**src/rtl/adder_share_pkg.sv**
```systemverilog
// Shared definitions for the time-multiplexed adder controller.
package adder_share_pkg;

  localparam int unsigned SLICE_W = 4;

  typedef enum logic [1:0] {
    IDLE = 2'd0,
    RUN  = 2'd1,
    DONE = 2'd2
  } state_e;

endpackage

```
**src/rtl/adder_slice4.sv**
```systemverilog
// 4-bit ripple-carry adder slice with carry in and carry out.
module adder_slice4
  import adder_share_pkg::*;
(
  input  logic [SLICE_W-1:0] a_i,
  input  logic [SLICE_W-1:0] b_i,
  input  logic               cin_i,
  output logic [SLICE_W-1:0] sum_o,
  output logic               cout_o
);

  logic [SLICE_W:0] c;

  // Ripple the carry bit by bit through the slice.
  always_comb begin
    c     = '0;
    sum_o = '0;
    c[0]  = cin_i;
    for (int unsigned i = 0; i < SLICE_W; i++) begin
      sum_o[i] = a_i[i] ^ b_i[i] ^ c[i];
      c[i+1]   = (a_i[i] & b_i[i]) | (c[i] & (a_i[i] ^ b_i[i]));
    end
    cout_o = c[SLICE_W];
  end

endmodule

```
**src/rtl/adder_share_ctrl.sv**
```systemverilog
// Shares one 4-bit adder slice between two requesters, sequencing it over
// WIDTH/4 cycles with a registered carry. Round-robin arbitration.
// Define ADDER_SHARE_SUB_EN to add the req_sub port and A-B support.
module adder_share_ctrl
  import adder_share_pkg::*;
#(
  parameter int unsigned WIDTH = 16
) (
  input  logic             clk,
  input  logic             rst_n,
  input  logic [1:0]       req_valid,
  output logic [1:0]       req_ready,
  input  logic [WIDTH-1:0] req_a0,
  input  logic [WIDTH-1:0] req_b0,
  input  logic [WIDTH-1:0] req_a1,
  input  logic [WIDTH-1:0] req_b1,
`ifdef ADDER_SHARE_SUB_EN
  input  logic [1:0]       req_sub,
`endif
  output logic             rsp_valid,
  input  logic             rsp_ready,
  output logic             rsp_id,
  output logic [WIDTH:0]   rsp_sum,
  output logic             busy
);

  localparam int unsigned NSLICE = WIDTH / SLICE_W;
  localparam int unsigned IDXW   = (NSLICE > 1) ? $clog2(NSLICE) : 1;
  localparam logic [IDXW-1:0] LAST_IDX = IDXW'(NSLICE - 1);

  state_e            state_q;
  logic              rr_ptr_q;
  logic              carry_q;
  logic [IDXW-1:0]   idx_q;
  logic [WIDTH-1:0]  a_q, b_q, sum_q, sum_d;
  logic              id_q;
  logic              sub_q;
  logic              rsp_valid_q;
  logic              rsp_id_q;
  logic [WIDTH:0]    rsp_sum_q;

  logic [1:0]        grant;
  logic              gnt_id;
  logic [WIDTH-1:0]  sel_a, sel_b;
  logic              sel_sub;
  logic [SLICE_W-1:0] slice_a, slice_b, slice_sum;
  logic              slice_cout;

  // Grant a lone requester directly; on contention the pointer decides.
  always_comb begin
    grant = '0;
    if (state_q == IDLE) begin
      if (req_valid == 2'b11) grant[rr_ptr_q] = 1'b1;
      else                    grant = req_valid;
    end
  end

  assign gnt_id = grant[1];
  assign sel_a  = gnt_id ? req_a1 : req_a0;
  assign sel_b  = gnt_id ? req_b1 : req_b0;
`ifdef ADDER_SHARE_SUB_EN
  assign sel_sub = req_sub[gnt_id];
`else
  assign sel_sub = 1'b0;
`endif

  // Feed the current slice to the adder; subtraction inverts B.
  always_comb begin
    slice_a = a_q[idx_q*SLICE_W +: SLICE_W];
    slice_b = b_q[idx_q*SLICE_W +: SLICE_W] ^ {SLICE_W{sub_q}};
    sum_d   = sum_q;
    sum_d[idx_q*SLICE_W +: SLICE_W] = slice_sum;
  end

  adder_slice4 u_slice (
    .a_i    (slice_a),
    .b_i    (slice_b),
    .cin_i  (carry_q),
    .sum_o  (slice_sum),
    .cout_o (slice_cout)
  );

  // Controller FSM: accept, iterate slices, hold result until consumed.
  always_ff @(posedge clk or negedge rst_n) begin
    if (!rst_n) begin
      state_q     <= IDLE;
      rr_ptr_q    <= 1'b0;
      carry_q     <= 1'b0;
      idx_q       <= '0;
      a_q         <= '0;
      b_q         <= '0;
      sum_q       <= '0;
      id_q        <= 1'b0;
      sub_q       <= 1'b0;
      rsp_valid_q <= 1'b0;
      rsp_id_q    <= 1'b0;
      rsp_sum_q   <= '0;
    end else begin
      case (state_q)
        IDLE: begin
          if (|grant) begin
            a_q      <= sel_a;
            b_q      <= sel_b;
            id_q     <= gnt_id;
            sub_q    <= sel_sub;
            carry_q  <= sel_sub;
            idx_q    <= '0;
            rr_ptr_q <= ~gnt_id;
            state_q  <= RUN;
          end
        end
        RUN: begin
          sum_q   <= sum_d;
          carry_q <= slice_cout;
          if (idx_q == LAST_IDX) begin
            rsp_sum_q   <= {slice_cout, sum_d};
            rsp_id_q    <= id_q;
            rsp_valid_q <= 1'b1;
            idx_q       <= '0;
            state_q     <= DONE;
          end else begin
            idx_q <= idx_q + IDXW'(1);
          end
        end
        DONE: begin
          if (rsp_ready) begin
            rsp_valid_q <= 1'b0;
            state_q     <= IDLE;
          end
        end
        default: state_q <= IDLE;
      endcase
    end
  end

  assign req_ready = grant;
  assign rsp_valid = rsp_valid_q;
  assign rsp_id    = rsp_id_q;
  assign rsp_sum   = rsp_sum_q;
  assign busy      = (state_q != IDLE);

endmodule

```
**config.mk**
```make
export PLATFORM = sky130hd
export DESIGN_NAME = adder_share_ctrl
export DESIGN_NICKNAME = d
export VERILOG_FILES = /design/src/rtl/adder_share_pkg.sv /design/src/rtl/adder_slice4.sv /design/src/rtl/adder_share_ctrl.sv
export SDC_FILE = /design/constraint.sdc
export NUM_CORES = 1
export LEC_CHECK = 0
export ABC_AREA = 1
export CAP_MARGIN = 20
export CORE_UTILIZATION = 35
export DETAILED_ROUTE_END_ITERATION = 6
export SLEW_MARGIN = 15
export SYNTH_ARGS = -nofsm -noshare
export SYNTH_HDL_FRONTEND = slang
export SYNTH_SLANG_ARGS = --single-unit
```
**constraint.sdc**
```tcl
create_clock -name clk -period 6.8 [get_ports clk]
set_input_delay 1.7 -clock clk [delete_from_list [all_inputs] [get_ports clk]]
set_output_delay 1.7 -clock clk [all_outputs]
set_load 0.01 [all_outputs]
```
# Yosys cells after proc, flatten, opt, wreduce, memory -nomap -nowiden
# Cells that the tools add are included.
op_classes:
  multipliers: 0
  eq_ne: 7
  add_sub_neg: 2
  bitwise: 21
  order_cmp: 2
  div: 0
  shifts: 4
  muxes: 19
  n_reduce_logical: 11
ops:
  columns: ["cell", "n"]
  rows:
  - ["4-bit negator with 34-bit output", 1]
  - ["4-bit by 34-bit variable shift with 16-bit output (first input constant)", 1]
  - ["4-bit by 34-bit variable part select with 16-bit output", 1]
  - ["16-bit two-way mux", 2]
  - ["16-bit by 5-bit variable part select with 4-bit output", 2]
  - ["16-bit bitwise mux", 1]
  - ["2-bit two-way mux", 7]
  - ["1-bit bitwise AND", 8]
  - ["1-bit XOR", 8]
  - ["2-bit equality test (second input constant)", 3]
  - ["2-bit one-hot mux with 3 select lines", 1]
  - ["2-bit AND reduction", 3]
  - ["3-bit AND reduction", 2]
  - ["2-bit nonzero test", 3]
  - ["1-bit two-way mux", 4]
  - ["2-bit inequality test (second input constant)", 2]
  - ["1-bit bitwise OR", 4]
  - ["1-bit one-hot mux with 2 select lines", 2]
  - ["2-bit one-hot mux with 2 select lines", 1]
  - ["2-bit by 1-bit adder with 2-bit output (second input constant)", 1]
  - ["2-bit by 1-bit equality test with 1-bit output (second input constant)", 1]
  - ["2-bit zero test", 1]
  - ["1-bit by 2-bit less-than comparator with 1-bit output (second input constant)", 1]
  - ["2-bit by 1-bit inequality test with 1-bit output (second input constant)", 1]
  - ["5 further kinds", 5]
totals:
  latch_bits: 0
  memories: 0
  inputBits: 69
  romBits: 0
  register_bits: 74
  elab_cells: 77
  mem_bits_rw: 0

# Longest topological paths before layout
logic_depth:
  ltp_word: 11
  ltp_mapped: 18
  mapped_depth_nobuf: 16

# By module
# A second synthesis with hierarchy kept.
hier_totals:
  cells_unflattened: 492
  area_unflattened_um2: 3860.0
modules_own_cells:
  columns: ["module", "cells_each", "area_per_inst_um2", "instances"]
  rows:
  - ["adder_share_ctrl", 478, 3742.3, 1]
  - ["adder_slice4", 14, 117.6, 1]

# Worst setup path before layout
# OpenSTA, ideal clock, no wires.
synth_timing:
  path_kind: "input to output"
  from: "in req_valid[1]"
  to: "out req_ready[0]"
  path_buffers: 2
  t_required_ps: 5100
  t_arrival_ps: 2338
  cell_stages: 5
  path_slack_ps: 2762
  path_cell_list: "buf_2 -> nand3_4 -> buf_2 -> nand2_1 -> inv_1"
synth_via:
  elab_chain_cells: 3
synth_rtl:
  columns: ["item", "line", "rtl"]
  rows:
  - ["start, declared", "adder_share_ctrl.sv:11", "input logic [1:0] req_valid,"]
  - ["2-bit equality test", "adder_share_ctrl.sv:53", "if (req_valid == 2'b11) grant[rr_ptr_q] = 1'b1;"]
  - ["2-bit two-way mux", "adder_share_ctrl.sv:53", null]
  - ["2-bit two-way mux", "adder_share_ctrl.sv:52", "if (state_q == IDLE) begin"]
  - ["end, declared", "adder_share_ctrl.sv:12", "output logic [1:0] req_ready,"]
# No other way between the ends.

# Final worst setup path
# Same ends and word-level chain as after synthesis.

==> impl_results.md <==
- Crit-path cells: clkdlybuf4s50_1 > o21ai_4 > buf_4 > inv_2 > nand2_1 > inv_1 > clkdlybuf4s50_1
- Row count: 38
- Post-synth top area cell: dfrtp_1
- Most used cell, CP: clkdlybuf4s50_1
- Number of global-route vias before repair: 3451
- M1 GR Usage: 0.2317
- Run status: completed
- Final hold violation count: 0
- Post-route antenna net violation count: 0
- CP Launch Type: input pin
- Yosys warnings: 0
- Endpoint type of the worst setup path: output pin
- PD cells: 443.9 mW/mm^2
- Most frequent cells in the layout: 208 x nand2_1, 89 x clkdlybuf4s50_1, 74 x dfrtp_1
- CTS Root Cell: clkbuf_8
- Pin slew with the least headroom to its limit: 0.9445 ns
- Die height: 107.9 microns
- Syn_nets: 595
- Post-synthesis sequential area ratio: 0.4715
- Hold path startpoint: a_q[10]
- CTS clock-pin slew for the worst setup and hold paths: 0.07 ns
- Tcrit/Tclk final: 0.8658
- CP required: 5.10 ns
- Layout Utilization: 0.4648
- Post_cts resized: 0
- R2R Path End: sum_q[7]
- Global-route wire length before repair: 15970 microns
- Slowest stage cell on the critical path: clkdlybuf4s50_1
- WHS Path Cells: 2
- H-Tree Depth: 3
- Syn Std Cell Area: 0.003928 sq mm
- Hold crit path type: reg2reg
- Largest net degree at the start of global routing: 75
- Clock Path Buffers: 2
- Rel. slew slack: 0.3703
- Worst r2r src: idx_q[0]
- 1st-iter DRT viols: 163
- DRC Markers: 0
- Setup CP Type: in2out
- # fillers: 1101
- Clk sinks: 74
- Pre-CTS setup slack: 0.9371 ns
- Hold Path End: a_q[10]
- Fin Clk Skew: 0.01009 ns
- Port bufs: 90
- Most common cell after layout, fill and taps aside: nand2_1
- Core footprint: 0.01089 sq mm
- Count of state elements after synthesis: 74
- CP arrival: 4.19 ns
- Ranking of synthesized cells by area: dfrtp_1 47%, nand2_1 20%, nand3_1 7.1%, inv_1 4.6%, nand4_1 2.9%
- R2R depth: 16
- Post-detail-place hpwl: 6814 microns
- Num CTS Buffers: 9
- Clk Latency, worst-skew pair: 0.34 ns
- WL/cell: 12.87 microns
- CTS tree: built
- Final GP Congestion: 0.7825
- Fmax: 169.8 MHz
- Gate Count Post-Synth: 516
- Antenna diodes: 0
- Met2 Usage GRT: 0.2843
- Finish-stage setup viols: 0
- Synth-to-layout area growth: 28.86%
- Initial core utilization: 0.3607
- GRT met3 Usage: 0.02893
- Hold Buf Count CTS: 0
- Global-route layer with the greatest usage: met2
- TNS Setup: 0 ns
- Die extent in x: 107.9 microns
- Yosys top cell area share: 0.4715
- Setup repair bufs after CTS: 0
- MaxCap Viol Count: 0
- Setup ws final: 0.9123 ns
- Slew Viols, Final: 0
- Ratio of cells with drive above 1 in the final layout: 0.04508
- Vias/cell: 4.743
- Max stage delay on crit path: 0.88 ns
- Avg Cell Area, Syn: 7.611 sq um
- Synth cell types: 25
- Post-Route WL: 9511 microns
- All-Layer GR Usage: 0.1741
- Flop2flop setup slack: 2.82 ns
- Layout Nets: 674
- Die area: 0.01165 sq mm
- Initial antenna violation count: 0
- Leak: 2.547 nW
- Via Count: 3505
- Final Critical Period: 5.888 ns
- DRT Pass-1 Iters: 5
- RSZ-0062 raised after global routing: false
- IO Count: 91
- Global route overflow: 0
- Critical path fanouts, max: 36
- Maximum vdd drop: 0.0001822 V
-- cell type report --
| cell class | count | area (sq um) | share of cell area |
|---|---|---|---|
| Timing Repair Buffer | 93 | 918.4 | 0.1815 |
| Clock inverter | 3 | 40.04 | 0.007911 |
| Tap cell | 140 | 175.2 | 0.03461 |
| Clock buffer | 12 | 145.1 | 0.02868 |
| Sequential cell | 74 | 1852 | 0.3659 |
| Multi-Input combinational cell | 363 | 1725 | 0.3409 |
| Inverter | 54 | 205.2 | 0.04054 |
-- synthesized netlist by cell type --
master / instances
fa_1: 4
o21ai_1: 14
inv_4: 1
nand4_1: 18
dfrtp_1: 74
nand3_4: 1
clkinv_1: 1
inv_2: 4
o21ai_4: 1
nor2_2: 1
inv_1: 48
nand3_1: 56
buf_6: 2
o22ai_1: 6
nor2_1: 24
o22a_1: 4
o21ai_0: 16
buf_4: 5
nand2_1: 208
clkbuf_1: 4
nor2_8: 1
buf_2: 14
a31oi_1: 2
nor2_4: 1
ha_1: 6
-- how the worst max path moves through the flow --
stage / from / end / slack, ns / cells after the start
5_1_grt: req_valid[1] / req_ready[0] / 0.75 / 7
3_5_place_dp: req_valid[1] / req_ready[0] / 0.94 / 7
2_1_floorplan: req_valid[1] / req_ready[0] / 2.76 / 5
4_1_cts: req_valid[1] / req_ready[0] / 0.93 / 7
3_3_place_gp: req_valid[1] / req_ready[0] / 1.02 / 7
6_report: req_valid[1] / req_ready[0] / 0.91 / 7
-- state kept, by name, indices dropped and copies added, names as in the netlist --
name,flops
carry_q,1
rsp_sum,17
b_q,16
rr_ptr_q,1
state_q,2
a_q,16
sum_q,16
rsp_id,1
idx_q,2
id_q,1
rsp_valid,1
-- critical path: cells and delay by family --
kind / cells / cell delay (ns)
AO/OA/AOI/OAI: 1 / 0.10
AND/OR/NAND/NOR: 1 / 0.17
buffers and inverters: 5 / 2.21
-- per-layer routing --
layer | vias up | routed length (microns)
met1 | 1604 | 4637
met5 | - | 0
li1 | 1798 | -
met2 | 90 | 4347
met3 | 13 | 351
met4 | 0 | 175
-- report_power, final --
part           switching, mW  internal, mW
Sequential             0.133         0.633
Combinational          0.703         0.442
Clock                  0.159         0.177
-- logic make-up after synthesis --
logic type               after synthesis  share of synthesized area
flip-flops                            74                     0.4715
buffers and inverters                 79                    0.08920
AND/OR/NAND/NOR                      310                     0.3358
adder cells (fa/ha/maj)               10                    0.03950
AO/OA/AOI/OAI                         43                    0.06404
-- stage by stage --
stage               instance area [sq um]  hold WS, ns  total power, mW  cells
floorplan                            3928       0.4438            1.567    516
global placement                     4876       0.4609            1.891    724
detailed placement                   4876       0.4621            1.926    724
CTS                                  5061       0.4810            2.265    739
global route                         5061       0.5000            2.456    739
finish                               5061       0.4782            2.247    739
(Power assumes the default switching activity.)
